`src/rtl/uart_boot_loader_if.sv`:
```
// Memory write port between the boot loader and SoC memory.
//   mem_wr_valid : write request, held until accepted
//   mem_wr_ready : memory accepts the write when high together with valid
//   mem_wr_addr  : word-aligned byte address
//   mem_wr_data  : 32-bit write data
interface uart_boot_loader_if;
  logic        mem_wr_valid;
  logic        mem_wr_ready;
  logic [31:0] mem_wr_addr;
  logic [31:0] mem_wr_data;

  modport master (output mem_wr_valid, mem_wr_addr, mem_wr_data, input mem_wr_ready);
  modport slave  (input mem_wr_valid, mem_wr_addr, mem_wr_data, output mem_wr_ready);
endinterface

```
`src/rtl/uart_boot_loader.sv`:
```
// UART boot loader: receives a framed program image on rxd, writes it into
// SoC memory word by word, holds the SoC halted during the download and
// pulses the SoC reset after a download with a good checksum.
// Frame: A5 | ADDR[31:0] | COUNT[15:0] | COUNT x DATA[31:0] | CHK (little-endian)
//   clk, rst_n : system clock, asynchronous active-low reset
//   rxd        : raw UART line (8N1, idle high, asynchronous)
//   mem        : memory write port (master side)
//   halt       : SoC halt, high during a frame and after a failed frame
//   soc_rst_n  : active-low SoC reset pulse after a good frame
//   boot_done  : one-cycle pulse on a good frame
//   boot_error : sticky error flag, cleared by the next sync byte
//
// state         | meaning
// S_IDLE        | hunting for the 0xA5 sync byte
// S_ADDR        | collecting the 4 start-address bytes
// S_COUNT       | collecting the 2 word-count bytes
// S_DATA        | collecting data words and issuing writes
// S_CHK         | comparing checksum, then draining the last write
// S_RESET_PULSE | holding soc_rst_n low
module uart_boot_loader #(
  parameter int unsigned CLOCK_FREQ         = 50000000,
  parameter int unsigned BAUD_RATE          = 115200,
  parameter int unsigned TIMEOUT_CYCLES     = 5000000,
  parameter int unsigned RESET_PULSE_CYCLES = 16
) (
  input  logic               clk,
  input  logic               rst_n,
  input  logic               rxd,
  uart_boot_loader_if.master mem,
  output logic               halt,
  output logic               soc_rst_n,
  output logic               boot_done,
  output logic               boot_error
);
  localparam int unsigned CLKS_PER_BIT = CLOCK_FREQ / BAUD_RATE;
  localparam int unsigned BAUD_W = $clog2(CLKS_PER_BIT + 1);
  localparam int unsigned TMO_W  = $clog2(TIMEOUT_CYCLES + 1);
  localparam int unsigned RST_W  = $clog2(RESET_PULSE_CYCLES + 1);
  localparam logic [BAUD_W-1:0] BIT_LOAD  = BAUD_W'(CLKS_PER_BIT - 1);
  localparam logic [BAUD_W-1:0] HALF_LOAD = BAUD_W'(CLKS_PER_BIT / 2 - 1);
  localparam logic [TMO_W-1:0]  TMO_LOAD  = TMO_W'(TIMEOUT_CYCLES - 1);
  localparam logic [RST_W-1:0]  RST_LOAD  = RST_W'(RESET_PULSE_CYCLES - 1);

  // ---------------- UART receiver ----------------
  typedef enum logic [1:0] {RX_IDLE, RX_START, RX_DATA, RX_STOP} rx_state_e;

  rx_state_e         rx_state_q;
  logic              rxd_meta_q, rxd_sync_q, rxd_prev_q;
  logic [BAUD_W-1:0] rx_cnt_q;
  logic [2:0]        rx_bit_q;
  logic [7:0]        rx_shift_q;
  logic              rx_strobe_q, rx_ferr_q;

  always_ff @(posedge clk or negedge rst_n) begin
    if (!rst_n) begin
      rx_state_q  <= RX_IDLE;
      rxd_meta_q  <= 1'b1;
      rxd_sync_q  <= 1'b1;
      rxd_prev_q  <= 1'b1;
      rx_cnt_q    <= '0;
      rx_bit_q    <= '0;
      rx_shift_q  <= '0;
      rx_strobe_q <= 1'b0;
      rx_ferr_q   <= 1'b0;
    end else begin
      rxd_meta_q  <= rxd;
      rxd_sync_q  <= rxd_meta_q;
      rxd_prev_q  <= rxd_sync_q;
      rx_strobe_q <= 1'b0;
      rx_ferr_q   <= 1'b0;
      case (rx_state_q)
        RX_IDLE: begin
          // edge-triggered so a line left low by a bad stop bit does not retrigger
          if (rxd_prev_q && !rxd_sync_q) begin
            rx_cnt_q   <= HALF_LOAD;
            rx_state_q <= RX_START;
          end
        end
        RX_START: begin
          if (rx_cnt_q == '0) begin
            if (rxd_sync_q) begin
              rx_state_q <= RX_IDLE;
            end else begin
              rx_cnt_q   <= BIT_LOAD;
              rx_bit_q   <= '0;
              rx_state_q <= RX_DATA;
            end
          end else begin
            rx_cnt_q <= rx_cnt_q - 1'b1;
          end
        end
        RX_DATA: begin
          if (rx_cnt_q == '0) begin
            rx_shift_q <= {rxd_sync_q, rx_shift_q[7:1]};
            rx_cnt_q   <= BIT_LOAD;
            rx_bit_q   <= rx_bit_q + 1'b1;
            if (rx_bit_q == 3'd7) rx_state_q <= RX_STOP;
          end else begin
            rx_cnt_q <= rx_cnt_q - 1'b1;
          end
        end
        RX_STOP: begin
          if (rx_cnt_q == '0) begin
            rx_strobe_q <= rxd_sync_q;
            rx_ferr_q   <= !rxd_sync_q;
            rx_state_q  <= RX_IDLE;
          end else begin
            rx_cnt_q <= rx_cnt_q - 1'b1;
          end
        end
        default: rx_state_q <= RX_IDLE;
      endcase
    end
  end

  // ---------------- frame FSM ----------------
  typedef enum logic [2:0] {S_IDLE, S_ADDR, S_COUNT, S_DATA, S_CHK, S_RESET_PULSE} state_e;

  state_e           state_q;
  logic [1:0]       byte_cnt_q;
  logic [23:0]      shift_q;       // last three received bytes, newest on top
  logic [31:0]      addr_q;        // address of the next word to write
  logic [15:0]      words_left_q;
  logic [7:0]       chk_q;
  logic             chk_ok_q;
  logic [TMO_W-1:0] tmo_q;
  logic [RST_W-1:0] rst_cnt_q;
  logic             wr_valid_q;
  logic [31:0]      wr_addr_q, wr_data_q;
  logic             halt_q, soc_rst_n_q, boot_done_q, boot_error_q;

  logic [31:0] word_d;
  logic        in_frame, abort, wr_busy;

  always_comb begin
    word_d   = {rx_shift_q, shift_q};
    // once the checksum has matched, only the write drain remains
    in_frame = (state_q == S_ADDR) || (state_q == S_COUNT) || (state_q == S_DATA) ||
               ((state_q == S_CHK) && !chk_ok_q);
    abort    = in_frame && (rx_ferr_q || (!rx_strobe_q && (tmo_q == '0)));
    wr_busy  = wr_valid_q && !mem.mem_wr_ready;
  end

  always_ff @(posedge clk or negedge rst_n) begin
    if (!rst_n) begin
      state_q      <= S_IDLE;
      byte_cnt_q   <= '0;
      shift_q      <= '0;
      addr_q       <= '0;
      words_left_q <= '0;
      chk_q        <= '0;
      chk_ok_q     <= 1'b0;
      tmo_q        <= '0;
      rst_cnt_q    <= '0;
      wr_valid_q   <= 1'b0;
      wr_addr_q    <= '0;
      wr_data_q    <= '0;
      halt_q       <= 1'b0;
      soc_rst_n_q  <= 1'b1;
      boot_done_q  <= 1'b0;
      boot_error_q <= 1'b0;
    end else begin
      boot_done_q <= 1'b0;
      // the handshake runs independently so a pending write completes even after an abort
      if (wr_valid_q && mem.mem_wr_ready) wr_valid_q <= 1'b0;
      if (rx_strobe_q)          tmo_q <= TMO_LOAD;
      else if (tmo_q != '0)     tmo_q <= tmo_q - 1'b1;

      if (abort) begin
        boot_error_q <= 1'b1;
        state_q      <= S_IDLE;
      end else begin
        case (state_q)
          S_IDLE: begin
            if (rx_strobe_q && (rx_shift_q == 8'hA5)) begin
              halt_q       <= 1'b1;
              boot_error_q <= 1'b0;
              chk_q        <= '0;
              chk_ok_q     <= 1'b0;
              byte_cnt_q   <= '0;
              state_q      <= S_ADDR;
            end
          end
          S_ADDR: begin
            if (rx_strobe_q) begin
              chk_q      <= chk_q + rx_shift_q;
              shift_q    <= word_d[31:8];
              byte_cnt_q <= byte_cnt_q + 2'd1;
              if (byte_cnt_q == 2'd3) begin
                addr_q  <= {word_d[31:2], 2'b00};
                state_q <= S_COUNT;
              end
            end
          end
          S_COUNT: begin
            if (rx_strobe_q) begin
              chk_q      <= chk_q + rx_shift_q;
              shift_q    <= word_d[31:8];
              byte_cnt_q <= byte_cnt_q + 2'd1;
              if (byte_cnt_q == 2'd1) begin
                words_left_q <= word_d[31:16];
                byte_cnt_q   <= '0;
                state_q      <= (word_d[31:16] == 16'd0) ? S_CHK : S_DATA;
              end
            end
          end
          S_DATA: begin
            if (rx_strobe_q) begin
              chk_q      <= chk_q + rx_shift_q;
              shift_q    <= word_d[31:8];
              byte_cnt_q <= byte_cnt_q + 2'd1;
              if (byte_cnt_q == 2'd3) begin
                if (wr_busy) begin
                  boot_error_q <= 1'b1;
                  state_q      <= S_IDLE;
                end else begin
                  wr_valid_q   <= 1'b1;
                  wr_addr_q    <= addr_q;
                  wr_data_q    <= word_d;
                  addr_q       <= addr_q + 32'd4;
                  words_left_q <= words_left_q - 16'd1;
                  if (words_left_q == 16'd1) state_q <= S_CHK;
                end
              end
            end
          end
          S_CHK: begin
            if (!chk_ok_q) begin
              if (rx_strobe_q) begin
                if (rx_shift_q == chk_q) begin
                  chk_ok_q <= 1'b1;
                end else begin
                  boot_error_q <= 1'b1;
                  state_q      <= S_IDLE;
                end
              end
            end else if (!wr_valid_q) begin
              chk_ok_q    <= 1'b0;
              boot_done_q <= 1'b1;
              soc_rst_n_q <= 1'b0;
              rst_cnt_q   <= RST_LOAD;
              state_q     <= S_RESET_PULSE;
            end
          end
          S_RESET_PULSE: begin
            if (rst_cnt_q == '0) begin
              soc_rst_n_q <= 1'b1;
              halt_q      <= 1'b0;
              state_q     <= S_IDLE;
            end else begin
              rst_cnt_q <= rst_cnt_q - 1'b1;
            end
          end
          default: state_q <= S_IDLE;
        endcase
      end
    end
  end

  assign mem.mem_wr_valid = wr_valid_q;
  assign mem.mem_wr_addr  = wr_addr_q;
  assign mem.mem_wr_data  = wr_data_q;
  assign halt             = halt_q;
  assign soc_rst_n        = soc_rst_n_q;
  assign boot_done        = boot_done_q;
  assign boot_error       = boot_error_q;
endmodule

```
`src/flat_wrapper.sv`:
```
// flat-port wrapper written by rule: the top's interface ports become plain ports
module uart_boot_loader_flat 
#(
  parameter int unsigned CLOCK_FREQ         = 50000000,
  parameter int unsigned BAUD_RATE          = 115200,
  parameter int unsigned TIMEOUT_CYCLES     = 5000000,
  parameter int unsigned RESET_PULSE_CYCLES = 16
)
  (clk, rst_n, rxd, halt, soc_rst_n, boot_done, boot_error, mem_mem_wr_valid, mem_mem_wr_addr, mem_mem_wr_data, mem_mem_wr_ready);
  uart_boot_loader_if mem_i ();
  input  logic clk;
  input  logic rst_n;
  input  logic rxd;
  output logic halt;
  output logic soc_rst_n;
  output logic boot_done;
  output logic boot_error;
  output wire logic [$bits(mem_i.mem_wr_valid)-1:0] mem_mem_wr_valid;
  output wire logic [$bits(mem_i.mem_wr_addr)-1:0] mem_mem_wr_addr;
  output wire logic [$bits(mem_i.mem_wr_data)-1:0] mem_mem_wr_data;
  input wire logic [$bits(mem_i.mem_wr_ready)-1:0] mem_mem_wr_ready;
  assign mem_mem_wr_valid = mem_i.mem_wr_valid;
  assign mem_mem_wr_addr = mem_i.mem_wr_addr;
  assign mem_mem_wr_data = mem_i.mem_wr_data;
  assign mem_i.mem_wr_ready = mem_mem_wr_ready;
  uart_boot_loader #(.CLOCK_FREQ(CLOCK_FREQ), .BAUD_RATE(BAUD_RATE), .TIMEOUT_CYCLES(TIMEOUT_CYCLES), .RESET_PULSE_CYCLES(RESET_PULSE_CYCLES)) u_core (.clk(clk), .rst_n(rst_n), .rxd(rxd), .mem(mem_i), .halt(halt), .soc_rst_n(soc_rst_n), .boot_done(boot_done), .boot_error(boot_error));
endmodule
```
`config.mk`:
```
export PLATFORM = sky130hd
export DESIGN_NAME = uart_boot_loader_flat
export DESIGN_NICKNAME = d
export VERILOG_FILES = /design/src/rtl/uart_boot_loader_if.sv /design/src/rtl/uart_boot_loader.sv /design/src/flat_wrapper.sv
export SDC_FILE = /design/constraint.sdc
export NUM_CORES = 1
export LEC_CHECK = 0
export BUFFER_PORTS_ARGS = -buffer_cell sky130_fd_sc_hd__buf_2
export CAP_MARGIN = 20
export CORE_MARGIN = 5
export CORE_UTILIZATION = 55
export CTS_CLUSTER_DIAMETER = 30
export DETAILED_ROUTE_END_ITERATION = 7
export GPL_TIMING_DRIVEN = 0
export PLACE_DENSITY_LB_ADDON = 0.3
export SETUP_SLACK_MARGIN = 0.4
export SYNTH_ARGS = -nofsm -noshare
export SYNTH_HDL_FRONTEND = slang
export SYNTH_SLANG_ARGS = --single-unit
```
`constraint.sdc`:
```
create_clock -name clk -period 6.05 [get_ports clk]
set_clock_uncertainty 0.1 [all_clocks]
set_input_delay 0.605 -clock clk [delete_from_list [all_inputs] [get_ports clk]]
set_output_delay 0.605 -clock clk [all_outputs]
set_load 0.005 [all_outputs]
```
==> summary.txt <==
Global route
  • Total gr overflow: 0
  • Number of global-route vias before repair: 8,386
  • Pin count of the biggest net entering global routing: 110
  • First-pass GRT wire length: between 40 and 50 mm
  • Initial antenna violation count: 0
  • Tot GR Track Use: 0.245

Placement
  • Placed instance count: between 1,000 and 1,500
  • Placer Congestion: about 0.96
  • DP HPWL: 18.0 mm
  • I/O Buffers: 70

Route
  • Via Count: approximately 8,600
  • Final ANT Viol Nets: 0
  • Drt drc: 0
  • Routed wire length: 26.7 mm
  • DR WL/cell: 19.0 µm
  • Pre-antenna DRT Iters: 5
  • Detailed Route Iter0 Violations: approximately 730
  • DR vias/cell: 6.17

Status
  • Failing checks: negative hold slack
  • Status: finished with violations

Clocking
  • CTS buffer count: 43
  • H-tree depth: 2
  • Post-cts resize count: 0
  • Hold_buf cts: 0
  • Clock transition at path regs: approximately 0.040 ns
  • Root buf cell: clkbuf_16
  • CTS sink cnt: ~210
  • CTS tree: built
  • Worst-skew pair later-pin latency: approximately 0.53 ns
  • Setup Buffers After CTS: 0
  • Clock Path Buffers: 3

Setup path
  • Crit path kind: reg2reg
  • Crit-path cells: nor4_1 > nand4_1 > nor3_1 > clkbuf_1 > mux2_2 > nand2_1
  • Worst EP arrival: between 3 and 4 ns
  • Delay of the slowest cell on the worst path: around 0.56 ns
  • CP required: roughly 6.4 ns
  • Worst-path fanout max: 10
  • Startpoint types: flop
  • CP Capture Type: flop
  • Critical path's slowest cell: nor3_1

Power
  • Sw power: roughly 1.3 mW
  • Combinational share of power: 0.130
  • Clk pwr share: 0.530
  • Flop pwr share: 0.340
  • Sw frac: 0.268
  • P_int: between 3 and 4 mW
  • Pwr/cell area: between 300 and 400 nW/µm²
  • Worst vdd ir: about 0.34 mV
  • Total design power: ~4.7 mW
  • Leakage: 5.77 nW

Synthesis
  • Netlist Area Pre-Place: around 10,000 µm²
  • Top cells by count, synth: 202 x dfrtp_1, 92 x mux2_2, 84 x nand2_1, 82 x a21oi_1, 55 x o21ai_0
  • Post-synth EDFFs: 0
  • Ys flop type: dfrtp_1
  • Count leader, synth: dfrtp_1
  • Mean Syn Cell Area: roughly 10 µm²
  • Asr flop ratio synth: 1.00
  • Top post-synthesis cells by area: dfrtp_1 49%, mux2_2 10%, a21oi_1 3.9%, nand2_1 3.0%, ha_1 2.9%
  • Cell taking the most area after synthesis: dfrtp_1
  • Synth top area share: 0.486
  • Post-Syn Instances: 1,017
  • Register area share after synthesis: 0.496
  • Yosys reg bits: a little over 200
  • Post-synth cell types: 71
  • Yosys warning count: 0

Die
  • Die area: roughly 22,000 µm²
  • Ports: 73
  • Core area: between 15,000 and 20,000 µm²
  • Initial Util: 0.558
  • Die height: around 150 µm
  • # rows: 50
  • Die Span X: 147 µm

STA
  • Crit share post-route: 0.507
  • Actual slew at the worst max-slew pin: ~1.1 ns
  • Final min period: 3.07 ns
  • Final Hold Viols: 5
  • Fin. max-slew vios: 0
  • Setup TNS: 0 ns
  • Setup Viol. Count Final: 0
  • F_max: about 0.33 GHz
  • Worst hold slack: -0.0236 ns
  • Max_slew headroom: 0.278
  • Unrepaired setup endpoints after global routing: no

Finish
  • Area grow syn2layout: 21.7%
  • NumNets Final: 1,164
  • Number of antenna diodes: 0
  • Finished Layout Cells: 1,402
  • Share of layout cells above drive strength 1: 0.218

Run
  • Max Cap Violations: 0

Min path
  • HP Class: in2async
[flip-flops by register name, indices dropped and copies added, names as in the netlist, 2 cells and up]
register	count
u_core.rx_shift_q	8
u_core.tmo_q	23
u_core.shift_q	24
u_core.mem.mem_wr_data	32
u_core.rx_cnt_q	9
u_core.rx_state_q	2
u_core.byte_cnt_q	2
u_core.rst_cnt_q	5
u_core.mem.mem_wr_addr	30
u_core.state_q	3
u_core.rx_bit_q	3
u_core.chk_q	8
u_core.words_left_q	16
u_core.addr_q	30
[cell families (layout without fill, tap and decap cells)]
kind of cell,count (synthesis),after routing,synth area share
buffers and inverters,89,239,0.0331
adder cells (fa/ha/maj),25,25,0.0308
XOR/XNOR,13,13,0.0110
multiplexers,96,96,0.104
AND/OR/NAND/NOR,329,329,0.165
AO/OA/AOI/OAI,258,258,0.160
other,1,2,0.000361
flip-flops,206,206,0.496
[power groups by stage]
stage	combinational (mW)	sequential (mW)	clock, mW
2_1_floorplan	0.473	1.59	0
3_3_place_gp	0.589	1.61	0
3_5_place_dp	0.609	1.62	0
4_1_cts	0.613	1.60	2.53
5_1_grt	0.703	1.62	2.61
6_report	0.612	1.60	2.50
[per-layer routing]
layer	up-vias	GRT usage	wire length, µm
li1	4024	-	-
met5	-	0	0
met1	4181	0.355	11600
met2	378	0.376	12200
met4	0	0.0792	664
met3	63	0.0478	2250
[cell usage in the layout (no fill, tap or decap), types with 5 or more instances in the layout]
cell | Yosys | final
or4_1 | 13 | 13
mux2_2 | 92 | 92
or3_1 | 15 | 15
nor2b_1 | 10 | 10
buf_2 | 1 | 71
and4_1 | 8 | 8
o21ai_0 | 55 | 55
xor2_1 | 10 | 10
nand3_1 | 34 | 34
a211oi_1 | 6 | 6
and2_1 | 8 | 8
nor3_1 | 31 | 31
a21oi_1 | 82 | 82
nor4_1 | 16 | 16
and3_1 | 6 | 6
o31ai_1 | 20 | 20
o21a_1 | 5 | 5
o22ai_1 | 12 | 12
inv_1 | 32 | 32
a21o_1 | 6 | 6
bufinv_16 | 0 | 7
clkbuf_1 | 52 | 54
dfrtp_1 | 202 | 202
nand4_1 | 15 | 15
nor3b_1 | 5 | 5
clkinvlp_4 | 0 | 8
a31oi_1 | 6 | 6
clkbuf_16 | 0 | 45
ha_1 | 24 | 24
o22a_1 | 8 | 8
inv_6 | 0 | 6
nand2_1 | 84 | 84
nand3b_1 | 5 | 5
nor2_1 | 53 | 53
a22oi_1 | 5 | 5
a2bb2oi_1 | 8 | 8
nand2b_1 | 11 | 11
[layout make-up]
cell class,instances,area [µm²]
Sequential cell,206,5160
Buffer,57,224
Fill cell,1425,5990
Tap cell,234,293
Inverter,32,120
Clock buffer,50,1170
Timing Repair Buffer,72,393
Multi-Input combinational cell,723,4890
Clock inverter,28,390
[per-stage QoR]
step	utilization	setup WS, ns	area [µm²]
finish	0.678	2.98	12600
global route	0.678	2.58	12600
CTS	0.678	2.96	12600
detailed placement	0.594	2.98	11100
global placement	0.592	0.821	11000
floorplan	-	3.32	10400
[worst paths after layout]
kind | start | end | slack [ns] | cells past startpoint
hold reg to reg | u_core.rxd_meta_q$_DFF_PN1_ | u_core.rxd_sync_q$_DFF_PN1_ | 0.26 | 0
hold / removal | rst_n | u_core.tmo_q[16]$_DFFE_PN0N_ | -0.02 | 1
min in group clk | rxd | u_core.rxd_meta_q$_DFF_PN1_ | 0.10 | 1
max in group asynchronous | rst_n | u_core.mem.mem_wr_data[2]$_DFFE_PN0P_ | 4.93 | 2
setup reg to reg | u_core.tmo_q[16]$_DFFE_PN0N_ | u_core.tmo_q[1]$_DFFE_PN0N_ | 2.98 | 6
setup / recovery | u_core.tmo_q[16]$_DFFE_PN0N_ | u_core.tmo_q[1]$_DFFE_PN0N_ | 2.98 | 6
[critical path, delay by kind of cell (launching register included)]
| family | cells | cell delay, ns |
|---|---|---|
| mux | 1 | 0.39 |
| simple gates | 4 | 1.61 |
| buf+inv | 1 | 0.45 |
| flops | 1 | 0.44 |
Note: power is estimated with default switching activity, not from simulation.
